===== config.mk =====
export PLATFORM = sky130hd
export DESIGN_NAME = timer_arbiter_flat
export DESIGN_NICKNAME = d
export VERILOG_FILES = /design/src/rtl/timer_arbiter_pkg.sv /design/src/rtl/timer_arbiter_if.sv /design/src/rtl/timer_arbiter_rr.sv /design/src/rtl/timer_arbiter.sv /design/src/flat_wrapper.sv
export SDC_FILE = /design/constraint.sdc
export NUM_CORES = 1
export LEC_CHECK = 0
export BUFFER_PORTS_ARGS = -buffer_cell sky130_fd_sc_hd__buf_2
export CORE_MARGIN = 3
export CORE_UTILIZATION = 48
export CTS_CLUSTER_SIZE = 8
export DETAILED_ROUTE_END_ITERATION = 7
export PLACE_DENSITY = 0.89
export SYNTH_ARGS = -nofsm -noshare
export SYNTH_HDL_FRONTEND = slang
export SYNTH_HIERARCHICAL = 1
export SYNTH_SLANG_ARGS = --single-unit

===== constraint.sdc =====
create_clock -name clk -period 4 [get_ports clk]
set_clock_uncertainty 0.15 [all_clocks]
set_input_delay 1.2 -clock clk [delete_from_list [all_inputs] [get_ports clk]]
set_output_delay 1.2 -clock clk [all_outputs]
set_load 0.01 [all_outputs]

===== src/rtl/timer_arbiter_pkg.sv =====
// timer_arbiter_pkg: shared FSM encoding and default sizing
// for the round-robin timer arbiter.
package timer_arbiter_pkg;

    localparam int N_DEF = 4;
    localparam int W_DEF = 5;

    typedef enum logic [1:0] {
        IDLE = 2'd0,
        LOAD = 2'd1,
        RUN  = 2'd2,
        DONE = 2'd3
    } state_t;

endpackage


===== src/rtl/timer_arbiter_if.sv =====
// timer_arbiter_if: requester bus plus timer load/enable/count bus.
// master = arbiter side, slave = requesters + timer side.
interface timer_arbiter_if #(
    parameter int N = 4,
    parameter int W = 5
) ();
    logic [N-1:0]   req;
    logic [N*W-1:0] req_value;
    logic [N-1:0]   gnt;
    logic [N-1:0]   done;
    logic           busy;
    logic [W-1:0]   tmr_value;
    logic           tmr_valid;
    logic           tmr_enable;
    logic [W-1:0]   tmr_count;

    modport master (
        input  req, req_value, tmr_count,
        output gnt, done, busy,
        output tmr_value, tmr_valid, tmr_enable
    );

    modport slave (
        output req, req_value, tmr_count,
        input  gnt, done, busy,
        input  tmr_value, tmr_valid, tmr_enable
    );
endinterface


===== src/rtl/timer_arbiter_rr.sv =====
// rr_arbiter_n: combinational round-robin pick.
// Ports: req (N), ptr (start index) -> found, index of first set bit.
module rr_arbiter_n #(
    parameter int N = 4,
    localparam int IW = $clog2(N)
) (
    input  logic [N-1:0]  req,
    input  logic [IW-1:0] ptr,
    output logic          found,
    output logic [IW-1:0] index
);
    int            j;
    logic [IW-1:0] jj;

    always_comb begin
        found = 1'b0;
        index = '0;
        j     = 0;
        jj    = '0;
        // scan ptr, ptr+1, ... wrapping explicitly at N
        for (int k = 0; k < N; k++) begin
            j = int'(ptr) + k;
            if (j >= N) j = j - N;
            jj = IW'(j);
            if (!found && req[jj]) begin
                found = 1'b1;
                index = jj;
            end
        end
    end
endmodule


===== src/rtl/timer_arbiter.sv =====
// timer_arbiter: shares one down-counting timer between N requesters.
// Ports: clk, reset (sync, active-low), bus (timer_arbiter_if.master).
module timer_arbiter
    import timer_arbiter_pkg::*;
#(
    parameter int N = N_DEF,
    parameter int W = W_DEF
) (
    input  logic           clk,
    input  logic           reset,
    timer_arbiter_if.master bus
);
    localparam int IW = $clog2(N);

    state_t        state, state_n;
    logic [IW-1:0] owner;
    logic [IW-1:0] ptr;
    logic [IW-1:0] pick;
    logic [W-1:0]  value;
    logic          found;
    logic          own_req;
    logic          abort;

    function automatic logic [IW-1:0] wrap_inc(input logic [IW-1:0] i);
        return (i == IW'(N - 1)) ? '0 : i + 1'b1;
    endfunction

    rr_arbiter_n #(.N(N)) u_rr (
        .req   (bus.req),
        .ptr   (ptr),
        .found (found),
        .index (pick)
    );

    assign own_req = bus.req[owner];
    assign abort   = (state == LOAD || state == RUN) && !own_req;

    always_ff @(posedge clk) begin
        if (!reset) begin
            state <= IDLE;
            ptr   <= '0;
            owner <= '0;
            value <= '0;
        end else begin
            state <= state_n;
            if (state == IDLE && found) begin
                owner <= pick;
                value <= bus.req_value[int'(pick)*W +: W];
            end
            // advance past the owner on completion or abort
            if (state == DONE || abort)
                ptr <= wrap_inc(owner);
        end
    end

    always_comb begin
        state_n = state;
        unique case (state)
            IDLE: if (found) state_n = LOAD;
            LOAD: state_n = own_req ? RUN : IDLE;
            RUN: begin
                if (!own_req)
                    state_n = IDLE;
                else if (bus.tmr_count == '0)
                    state_n = DONE;
            end
            DONE: state_n = IDLE;
            default: state_n = IDLE;
        endcase
    end

    always_comb begin
        bus.gnt        = '0;
        bus.done       = '0;
        bus.busy       = (state != IDLE);
        bus.tmr_valid  = 1'b0;
        bus.tmr_value  = '0;
        bus.tmr_enable = (state == RUN) && (bus.tmr_count != '0);
        unique case (state)
            LOAD: begin
                bus.gnt[owner] = 1'b1;
                bus.tmr_valid  = 1'b1;
                bus.tmr_value  = value;
            end
            RUN:  bus.gnt[owner] = 1'b1;
            DONE: begin
                bus.gnt[owner]  = 1'b1;
                bus.done[owner] = 1'b1;
            end
            default: ;
        endcase
    end
endmodule


===== src/flat_wrapper.sv =====
// flat-port wrapper written by rule: the top's interface ports become plain ports
module timer_arbiter_flat import timer_arbiter_pkg::*;
#(
    parameter int N = N_DEF,
    parameter int W = W_DEF
)
  (clk, reset, bus_req, bus_req_value, bus_tmr_count, bus_gnt, bus_done, bus_busy, bus_tmr_value, bus_tmr_valid, bus_tmr_enable);
  timer_arbiter_if #(.N(N), .W(W)) bus_i ();
  input  logic clk;
  input  logic reset;
  input wire logic [$bits(bus_i.req)-1:0] bus_req;
  input wire logic [$bits(bus_i.req_value)-1:0] bus_req_value;
  input wire logic [$bits(bus_i.tmr_count)-1:0] bus_tmr_count;
  output wire logic [$bits(bus_i.gnt)-1:0] bus_gnt;
  output wire logic [$bits(bus_i.done)-1:0] bus_done;
  output wire logic [$bits(bus_i.busy)-1:0] bus_busy;
  output wire logic [$bits(bus_i.tmr_value)-1:0] bus_tmr_value;
  output wire logic [$bits(bus_i.tmr_valid)-1:0] bus_tmr_valid;
  output wire logic [$bits(bus_i.tmr_enable)-1:0] bus_tmr_enable;
  assign bus_i.req = bus_req;
  assign bus_i.req_value = bus_req_value;
  assign bus_i.tmr_count = bus_tmr_count;
  assign bus_gnt = bus_i.gnt;
  assign bus_done = bus_i.done;
  assign bus_busy = bus_i.busy;
  assign bus_tmr_value = bus_i.tmr_value;
  assign bus_tmr_valid = bus_i.tmr_valid;
  assign bus_tmr_enable = bus_i.tmr_enable;
  timer_arbiter #(.N(N), .W(W)) u_core (.clk(clk), .reset(reset), .bus(bus_i));
endmodule

* Word-level counts from Yosys, hierarchy flattened
Index checks and enable logic that the tools add are counted.
** Operators by class
- Add/subtract/negate cells :: 8
- Multipliers :: 1
- Magnitude comparators :: 10
- Equality and inequality tests :: 6
- Shift-type cells :: 1
- Mux-type cells :: 34
- Reductions and logical operators :: 19
** Operators with widths (count)
- 20-bit by 32-bit variable part select with 5-bit output :: 1
- 2-bit two-way mux :: 13
- 2-bit by 3-bit < comparator with 1-bit output (second input constant) :: 5
- 1-bit two-way mux :: 11
- 1-bit binary-select mux with 2-bit select :: 5
- 3-bit >= comparator (second input constant) :: 3
- 4-bit two-way mux :: 2
- 2-bit case mux with 4 select lines :: 1
- 2-bit by 1-bit subtractor with 2-bit output (second input constant) :: 4
- 1-bit logical AND :: 7
- 2-bit by 2-bit adder with 3-bit output (second input constant) :: 2
- 2-bit equality test (second input constant) :: 3
- 5-bit logical NOT :: 1
- 2-bit by 3-bit multiplier with 5-bit output (second input constant) :: 1
- 5-bit two-way mux :: 1
- 5-bit nonzero test :: 1
- 1-bit logical NOT :: 4
- 2-bit by 1-bit adder with 3-bit output (second input constant) :: 1
- 2-bit by 3-bit >= comparator with 1-bit output (second input constant) :: 1
- 3-bit inequality test (second input constant) :: 1
- 3-bit OR reduction :: 1
- 2-bit by 1-bit adder with 2-bit output (second input constant) :: 1
- 1-bit demux with 2-bit select :: 1
- 2-bit by 1-bit equality test with 1-bit output (second input constant) :: 1
- 6 further kinds :: 7
** Storage, ports and cells
- Register bits after elaboration :: 11
- Bits of input ports :: 31
- Word-level logic and storage cells :: 83

* Longest topological paths before layout
Gate-level depths: netlist of the first run.
- Depth after elaboration :: 16
- Depth in mapped cells :: 7
- Depth with buffers taken out :: 6

* Modules after synthesis
The synthesis of the first run kept the hierarchy.
** Modules (own cells, without submodules)
- timer_arbiter :: times used 1, cells each 96, area each 867.1 µm²
- rr_arbiter_n :: times used 1, cells each 15, area each 77.6 µm²

* Worst setup path after synthesis of the first run
OpenSTA, ideal clock, no wires.
- Path kind :: input to output
- Start :: input port bus_tmr_count[1]
- End :: output port bus_tmr_enable
- Arrival :: 1984 ps
- Required time :: 2650 ps
- Slack :: 666 ps
- Stages on the path :: 3
- Path buffers :: 0
- Cell sequence :: or4_4 -> o21ai_4 -> inv_1
** Between the ends
- Longest elaborated chain between the ends :: 2
** Ends and longest elaborated chain
- start, declared :: line flat_wrapper.sv:13 : input wire logic [$bits(bus_i.tmr_count)-1:0] bus_tmr_count;
- 5-bit nonzero test :: line timer_arbiter.sv:78 : bus.tmr_enable = (state == RUN) && (bus.tmr_count != '0);
- 1-bit logical AND :: line timer_arbiter.sv:78
- end, declared :: line flat_wrapper.sv:19 : output wire logic [$bits(bus_i.tmr_enable)-1:0] bus_tmr_enable;
Every way passes these cells.

* Worst setup path after layout of the first run
Ends and elaborated chain as after synthesis.

==> results.py, run 1 <==
metrics = {
    "run_status": {
        "status": "complete, no violations",
    },
    "drt": {
        "detailroute.wirelength.met2_um": 1280,
        "vias_per_cell": 5.41,
        "dr.first_iter.drc_count": 16,
        "met3WireLength_um": 110,
        "drt.antenna.violating_nets": 0,
        "drt_first_pass_iters": 6,
        "dr.max_layer_used": "met4",
        "route.detailed.drc": 0,
        "num_vias": 990,
        "totalWireLength_um": 2400,
        "drt-met1-wl_um": 972,
        "drt-wirelength-per-cell_um": 13.1,
    },
    "power": {
        "power_switching_share_pct": 35.1,
        "power.share.clock_pct": 21.3,
        "cellLeakagePower_uw": 0.000596,
        "power.net_switching_uw": 126,
        "seqPwrFrac_pct": 38.4,
        "internal_power_uw": 233,
        "power_density_nw_per_um2": 293,
        "peak_supply_drop_uv": 186,
        "combinationalPowerShare_pct": 40.3,
        "total_power_uw": 359,
    },
    "final_layout": {
        "area_delta_synth_final_pct": 29.5,
        "drive_above_1_share_pct": 38.0,
        "num-fill-cells": 153,
        "diodes": 0,
        "final_nets": 199,
    },
    "yosys": {
        "number_of_flops_mapped_to_enable_cells_by_yosys": 0,
        "synth_top_area_cells": "sky130_fd_sc_hd__dfxtp_1, sky130_fd_sc_hd__ha_1, sky130_fd_sc_hd__mux4_2, sky130_fd_sc_hd__and2_1, sky130_fd_sc_hd__a21boi_0",
        "synthDominantCellAreaShare_pct": 23.3,
        "number_of_instances_in_the_synthesized_netlist": 111,
        "synth_flop_cell": "sky130_fd_sc_hd__dfxtp_1",
        "synthArstFlopShare_pct": 0,
        "synth-warning-count": 6,
        "synth_common_cells": "sky130_fd_sc_hd__dfxtp_1, sky130_fd_sc_hd__and2_1, sky130_fd_sc_hd__inv_1, sky130_fd_sc_hd__nand2_1, sky130_fd_sc_hd__nand3_1",
        "yosys.cell_count.top_type": "sky130_fd_sc_hd__dfxtp_1",
        "ys_ff_latch": 11,
        "synth.largest_area_cell": "sky130_fd_sc_hd__dfxtp_1",
        "synth.net_count": 151,
        "synth_seq_area_share_pct": 23.3,
        "synth.cell_area_um2": 945,
        "syn-mean-instance-area_um2": 8.51,
        "synth_cell_types": 30,
    },
    "sta": {
        "postLayoutSetupSlackWorst_ps": 467,
        "timing.slew.headroom_pct": 55.9,
        "final.min_clock_period_ps": 3530,
        "finalSetupViolations": 0,
        "fmax_mhz": 283,
        "min_period_over_period_pct": 88.3,
        "fin_tns_setup_ps": 0,
        "tightest_slew_ps": 661,
        "hold_viol_final": 0,
        "final-max-slew-violation-count": 0,
        "rsz0062_at_grt": "no",
    },
    "floorplanning": {
        "io-pin-count": 47,
        "placeableCoreArea_um2": 1780,
        "floorplan.initialDensity_pct": 53.0,
        "die_width_um": 50.4,
        "area_of_the_die_um2": 2540,
        "std_cell_rows": 15,
        "floorplan.die.height_um": 50.4,
    },
    "clocking": {
        "clock-root-buffer": "sky130_fd_sc_hd__clkbuf_4",
        "ctsHoldBuffers": 0,
        "h-tree-depth": 1,
        "cts_made_buffers": 3,
        "clock_path_buffers": 2,
        "cts.clk_slew.worst_paths_ps": 70,
        "cts_sinks": 11,
        "tritoncts": "built",
        "clk-insertion-delay-late_ps": 260,
        "cts_post_setup_buffers_inserted": 0,
        "cts_repair_resize_count": 0,
    },
    "global_routing": {
        "grt_pass1_vias": 955,
        "grt_antenna_before_repair": 0,
        "grt-ovfl-total": 0,
        "grt_start_max_net_pins": 16,
        "gr-usage-all-layers_pct": 20.2,
        "grt_pass1_wl_um": 3940,
    },
    "setup_path": {
        "critical_path.startpoint_type": "primary input",
        "critPathRequiredTime_ps": 2650,
        "critical_path.max_fanout": 4,
        "crit_arrival_ps": 2180,
        "crit_type": "in2out",
        "worst_setup_path_end_kind": "output port",
    },
    "placement": {
        "routability_congestion_estimate": 0.891,
        "post-dp-hpwl_um": 2000,
        "pre_cts_ws_ps": 461,
        "buffer_ports.inserted": 46,
    },
    "run": {
        "maxCapViolations": 0,
    },
    "worst_hold_path": {
        "holdCritPathClass": "reg2reg",
    },
}
==> state kept, by name, summed over array words and instances, names as in the netlist <==
register      flops
u_core/value      5
u_core/state      2
u_core/ptr        2
u_core/owner      2
==> final timing paths <==
path                     from               to  slack [ps]  depth (start not counted)
min           u_core/value[1]  u_core/value[1]         320                          2
max reg2reg     u_core/ptr[0]  u_core/value[4]        1930                          7
max          bus_tmr_count[1]   bus_tmr_enable         470                          5
min reg2reg   u_core/value[1]  u_core/value[1]         320                          2
==> worst max-delay path: stages <==
cell and delay (ps):
sky130_fd_sc_hd__buf_2 100, sky130_fd_sc_hd__or4_4 530, sky130_fd_sc_hd__o21ai_4 170, sky130_fd_sc_hd__inv_1 50
sky130_fd_sc_hd__buf_2 130
==> routing by layer <==
layer	global-route usage, %	vias up
met5	0	-
met4	9.87	0
met3	2.08	4
met2	38.7	33
met1	21.6	464
li1	-	489
==> through the flow <==
step	cell area (um2)	util, %	hold slack [ps]	instances
finish	1220	68.6	318	183
global route	1220	68.6	343	183
CTS	1220	68.6	318	183
detailed placement	1200	67.2	308	179
global placement	1200	67.2	297	179
floorplan	945	-	289	111
==> placed cells by master (no fill, tap or decap), drive strengths merged, types with 3 or more instances in the layout <==
master   n
a21boi   7
a21oi    4
and2    10
buf     47
clkbuf   4
dfxtp   11
ha       9
inv     11
mux4     5
nand2   10
nand3   10
nor2     3
nor2b    6
o21ai    6
==> power by group through the flow <==
stage                     registers (uW)  clock network [uW]  logic [uW]
final                                138                76.5         145
after global routing                 139                85.1         163
after CTS                            137                79.5         146
after detailed placement             140                   0         145
after global placement               138                   0         139
after floorplan                      136                   0        98.8
==> area by class of cell <==
class | instances | area (um2) | area share, %
Multi-Input combinational cell | 85 | 667 | 54.5
Timing Repair Buffer | 47 | 238 | 19.4
Sequential cell | 11 | 220 | 18.0
Inverter | 11 | 41.3 | 3.37
Tap cell | 25 | 31.3 | 2.56
Clock buffer | 4 | 26.3 | 2.15
==> cells by family (layout without fill, tap and decap cells) <==
kind of cell / count (synthesis) / after routing / share of synthesized area (%)
flip-flops: 11 / 11 / 23.3
AO/OA/AOI/OAI: 23 / 23 / 18.0
adder cells (fa/ha/maj): 9 / 9 / 11.9
multiplexers: 8 / 8 / 15.2
AND/OR/NAND/NOR: 45 / 45 / 25.4
buffers and inverters: 15 / 62 / 6.09
No activity file was read; power rests on OpenSTA's default activity.
==> inputs of run 2 (changes only) <==
--- a/config.mk
+++ b/config.mk
@@ -5,12 +5,13 @@
 export SDC_FILE = /design/constraint.sdc
 export NUM_CORES = 1
 export LEC_CHECK = 0
+export ABC_AREA = 1
 export BUFFER_PORTS_ARGS = -buffer_cell sky130_fd_sc_hd__buf_2
 export CORE_MARGIN = 3
-export CORE_UTILIZATION = 48
+export CORE_UTILIZATION = 52
 export CTS_CLUSTER_SIZE = 8
 export DETAILED_ROUTE_END_ITERATION = 7
-export PLACE_DENSITY = 0.89
+export PLACE_DENSITY = 0.9
 export SYNTH_ARGS = -nofsm -noshare
 export SYNTH_HDL_FRONTEND = slang
 export SYNTH_HIERARCHICAL = 1
==> results.py, run 2 <==
metrics = {
    "setup_path": {
        "crit_arrival_ps": 1680,
        "critical-path-max-stage-delay_ps": 130,
        "critical_path.startpoint_type": "primary input",
        "crit_top_cell": "sky130_fd_sc_hd__buf_2",
        "worst_setup_path_end_kind": "output port",
        "slowest_stage": "sky130_fd_sc_hd__buf_2",
        "crit_type": "in2out",
        "worst_path_dominant_cell_family": "buffers and inverters",
        "critPathRequiredTime_ps": 2650,
        "cp_cell_sequence": "buf_2 -> nor2_1 -> nand3_1 -> nand2_1 -> inv_1 -> buf_2",
        "critical_path.max_fanout": 2,
        "critical_path.n_buffers_inverters": 3,
    },
    "yosys": {
        "synth.largest_area_cell": "sky130_fd_sc_hd__dfxtp_1",
        "synthArstFlopShare_pct": 0,
        "number_of_flops_mapped_to_enable_cells_by_yosys": 0,
        "number_of_instances_in_the_synthesized_netlist": 215,
        "synth.cell_area_um2": 1220,
        "synth_flop_cell": "sky130_fd_sc_hd__dfxtp_1",
        "synth-warning-count": 6,
        "syn-mean-instance-area_um2": 5.67,
        "synth_top_area_cells": "sky130_fd_sc_hd__dfxtp_1, sky130_fd_sc_hd__nand2_1, sky130_fd_sc_hd__nor2_1, sky130_fd_sc_hd__inv_1, sky130_fd_sc_hd__ha_1",
        "yosys.cell_count.top_type": "sky130_fd_sc_hd__nand2_1",
        "synth.net_count": 255,
        "ys_ff_latch": 11,
        "synth_cell_types": 20,
        "synthDominantCellAreaShare_pct": 18.1,
        "synth_common_cells": "sky130_fd_sc_hd__nand2_1, sky130_fd_sc_hd__nor2_1, sky130_fd_sc_hd__inv_1, sky130_fd_sc_hd__nand2_2, sky130_fd_sc_hd__o21ai_1",
        "synth_seq_area_share_pct": 18.1,
    },
    "drt": {
        "num_vias": 1371,
        "drt.antenna.violating_nets": 0,
        "drt_first_pass_iters": 4,
        "totalWireLength_um": 2690,
        "route.detailed.drc": 0,
        "vias_per_cell": 4.74,
        "dr.first_iter.drc_count": 18,
        "drt-wirelength-per-cell_um": 9.29,
    },
    "clocking": {
        "cts_made_buffers": 3,
        "clk-insertion-delay-late_ps": 270,
        "tritoncts": "built",
        "clock_path_buffers": 2,
        "cts_post_setup_buffers_inserted": 0,
        "h-tree-depth": 1,
        "ctsHoldBuffers": 0,
        "cts.clk_slew.worst_paths_ps": 70,
        "cts_sinks": 11,
        "clock-root-buffer": "sky130_fd_sc_hd__clkbuf_4",
        "cts_repair_resize_count": 0,
    },
    "final_layout": {
        "layoutNonFillerInstCount": 289,
        "largest-register": "u_core/value",
        "largest_reg_flops": 5,
        "diodes": 0,
        "final_nets": 303,
        "mostFrequentLayoutCell": "sky130_fd_sc_hd__nand2_1",
        "final-seq-area_um2": 220,
        "drive_above_1_share_pct": 30.2,
        "final_core_utilization_pct": 71.5,
        "final_cell_mix": "sky130_fd_sc_hd__nand2_1, sky130_fd_sc_hd__buf_2, sky130_fd_sc_hd__nor2_1",
        "num-fill-cells": 199,
        "area_delta_synth_final_pct": 22.1,
        "multiInputGateArea_um2": 832,
        "cell_area_after_layout_um2": 1490,
    },
    "global_routing": {
        "grt_pass1_vias": 1125,
        "gr-usage-all-layers_pct": 19.3,
        "global_route.usage.met3_pct": 1.63,
        "grt_start_max_net_pins": 13,
        "grt_use_met2_pct": 33.3,
        "grt_pass1_wl_um": 4340,
        "grt_antenna_before_repair": 0,
        "grt-ovfl-total": 0,
        "globalRoute.busiestLayer": "met2",
        "met1_track_utilization_from_global_routing_pct": 24.8,
    },
    "sta": {
        "final.min_clock_period_ps": 3030,
        "rsz0062_at_grt": "no",
        "final-max-slew-violation-count": 0,
        "hold_viol_final": 0,
        "tightest_slew_ps": 496,
        "fin_tns_setup_ps": 0,
        "finalSetupViolations": 0,
        "min_period_over_period_pct": 75.8,
        "timing.slew.headroom_pct": 66.9,
        "fmax_mhz": 330,
    },
    "placement": {
        "placed_area_um2": 1460,
        "routability_congestion_estimate": 0.967,
        "post-dp-hpwl_um": 2210,
        "dp.cells": 285,
        "buffer_ports.inserted": 46,
    },
    "run": {
        "maxCapViolations": 0,
    },
    "worst_hold_path": {
        "holdCritPathClass": "reg2reg",
    },
    "power": {
        "power_density_nw_per_um2": 727,
        "cellLeakagePower_uw": 0.000928,
        "peak_supply_drop_uv": 453,
        "total_power_uw": 1080,
    },
    "run_status": {
        "status": "complete, no violations",
    },
    "floorplanning": {
        "area_of_the_die_um2": 2960,
        "io-pin-count": 47,
        "floorplan.die.height_um": 54.4,
        "std_cell_rows": 16,
        "floorplan.initialDensity_pct": 58.6,
        "die_width_um": 54.4,
        "placeableCoreArea_um2": 2080,
    },
}
==> run 2: logic make-up (layout without fill, tap and decap cells) <==
logic type               Yosys count  after routing  synth area share [%]
AND/OR/NAND/NOR                  124            124                  47.1
buffers and inverters             42             89                  13.7
AO/OA/AOI/OAI                     29             29                  11.9
flip-flops                        11             11                  18.1
adder cells (fa/ha/maj)            9              9                  9.23
==> run 2: power by group <==
part	leakage, uW	internal, uW	switching (uW)
sequential	0.0000912	155	48.8
combinational	0.000822	283	521
clock	0.0000150	38.6	35.8
total	0.000928	477	605
==> run 2: worst min-delay path: cells and delay by family, from the launching register on <==
family | cells | cell delay (ps)
flip-flops | 1 | 330
AND/OR/NAND/NOR | 2 | 120
AO/OA/AOI/OAI | 1 | 60
buffers and inverters | 1 | 40
==> run 2: per-layer routing <==
layer / share of wire [%] / wire length (um) / vias up
met5: 0 / 0 / -
met4: 0.63 / 17 / 0
met3: 7.0 / 187 / 2
met2: 46 / 1220 / 51
met1: 47 / 1260 / 570
li1: - / - / 748
==> run 2: final timing paths <==
kind	depth (start not counted)	from	slack, ps	end
max	6	bus_tmr_count[3]	970	bus_tmr_enable
min	4	u_core/value[2]	420	u_core/value[2]
max reg2reg	17	u_core/ptr[0]	1460	u_core/value[0]
min reg2reg	4	u_core/value[2]	420	u_core/value[2]
==> run 2: layout make-up <==
| class | count | share of cell area, % |
|---|---|---|
| multi-input cells | 162 | 55.9 |
| repair buffers | 46 | 15.5 |
| flip-flops and latches | 11 | 14.8 |
| inverters | 39 | 9.83 |
| well taps | 27 | 2.27 |
| clock buffers | 4 | 1.76 |
==> run 2: stage by stage <==
step / setup slack [ps] / hold WS (ps)
global placement: 961 / 402
finish: 967 / 422
floorplan: 1190 / 374
global route: 867 / 470
detailed placement: 932 / 406
CTS: 958 / 423
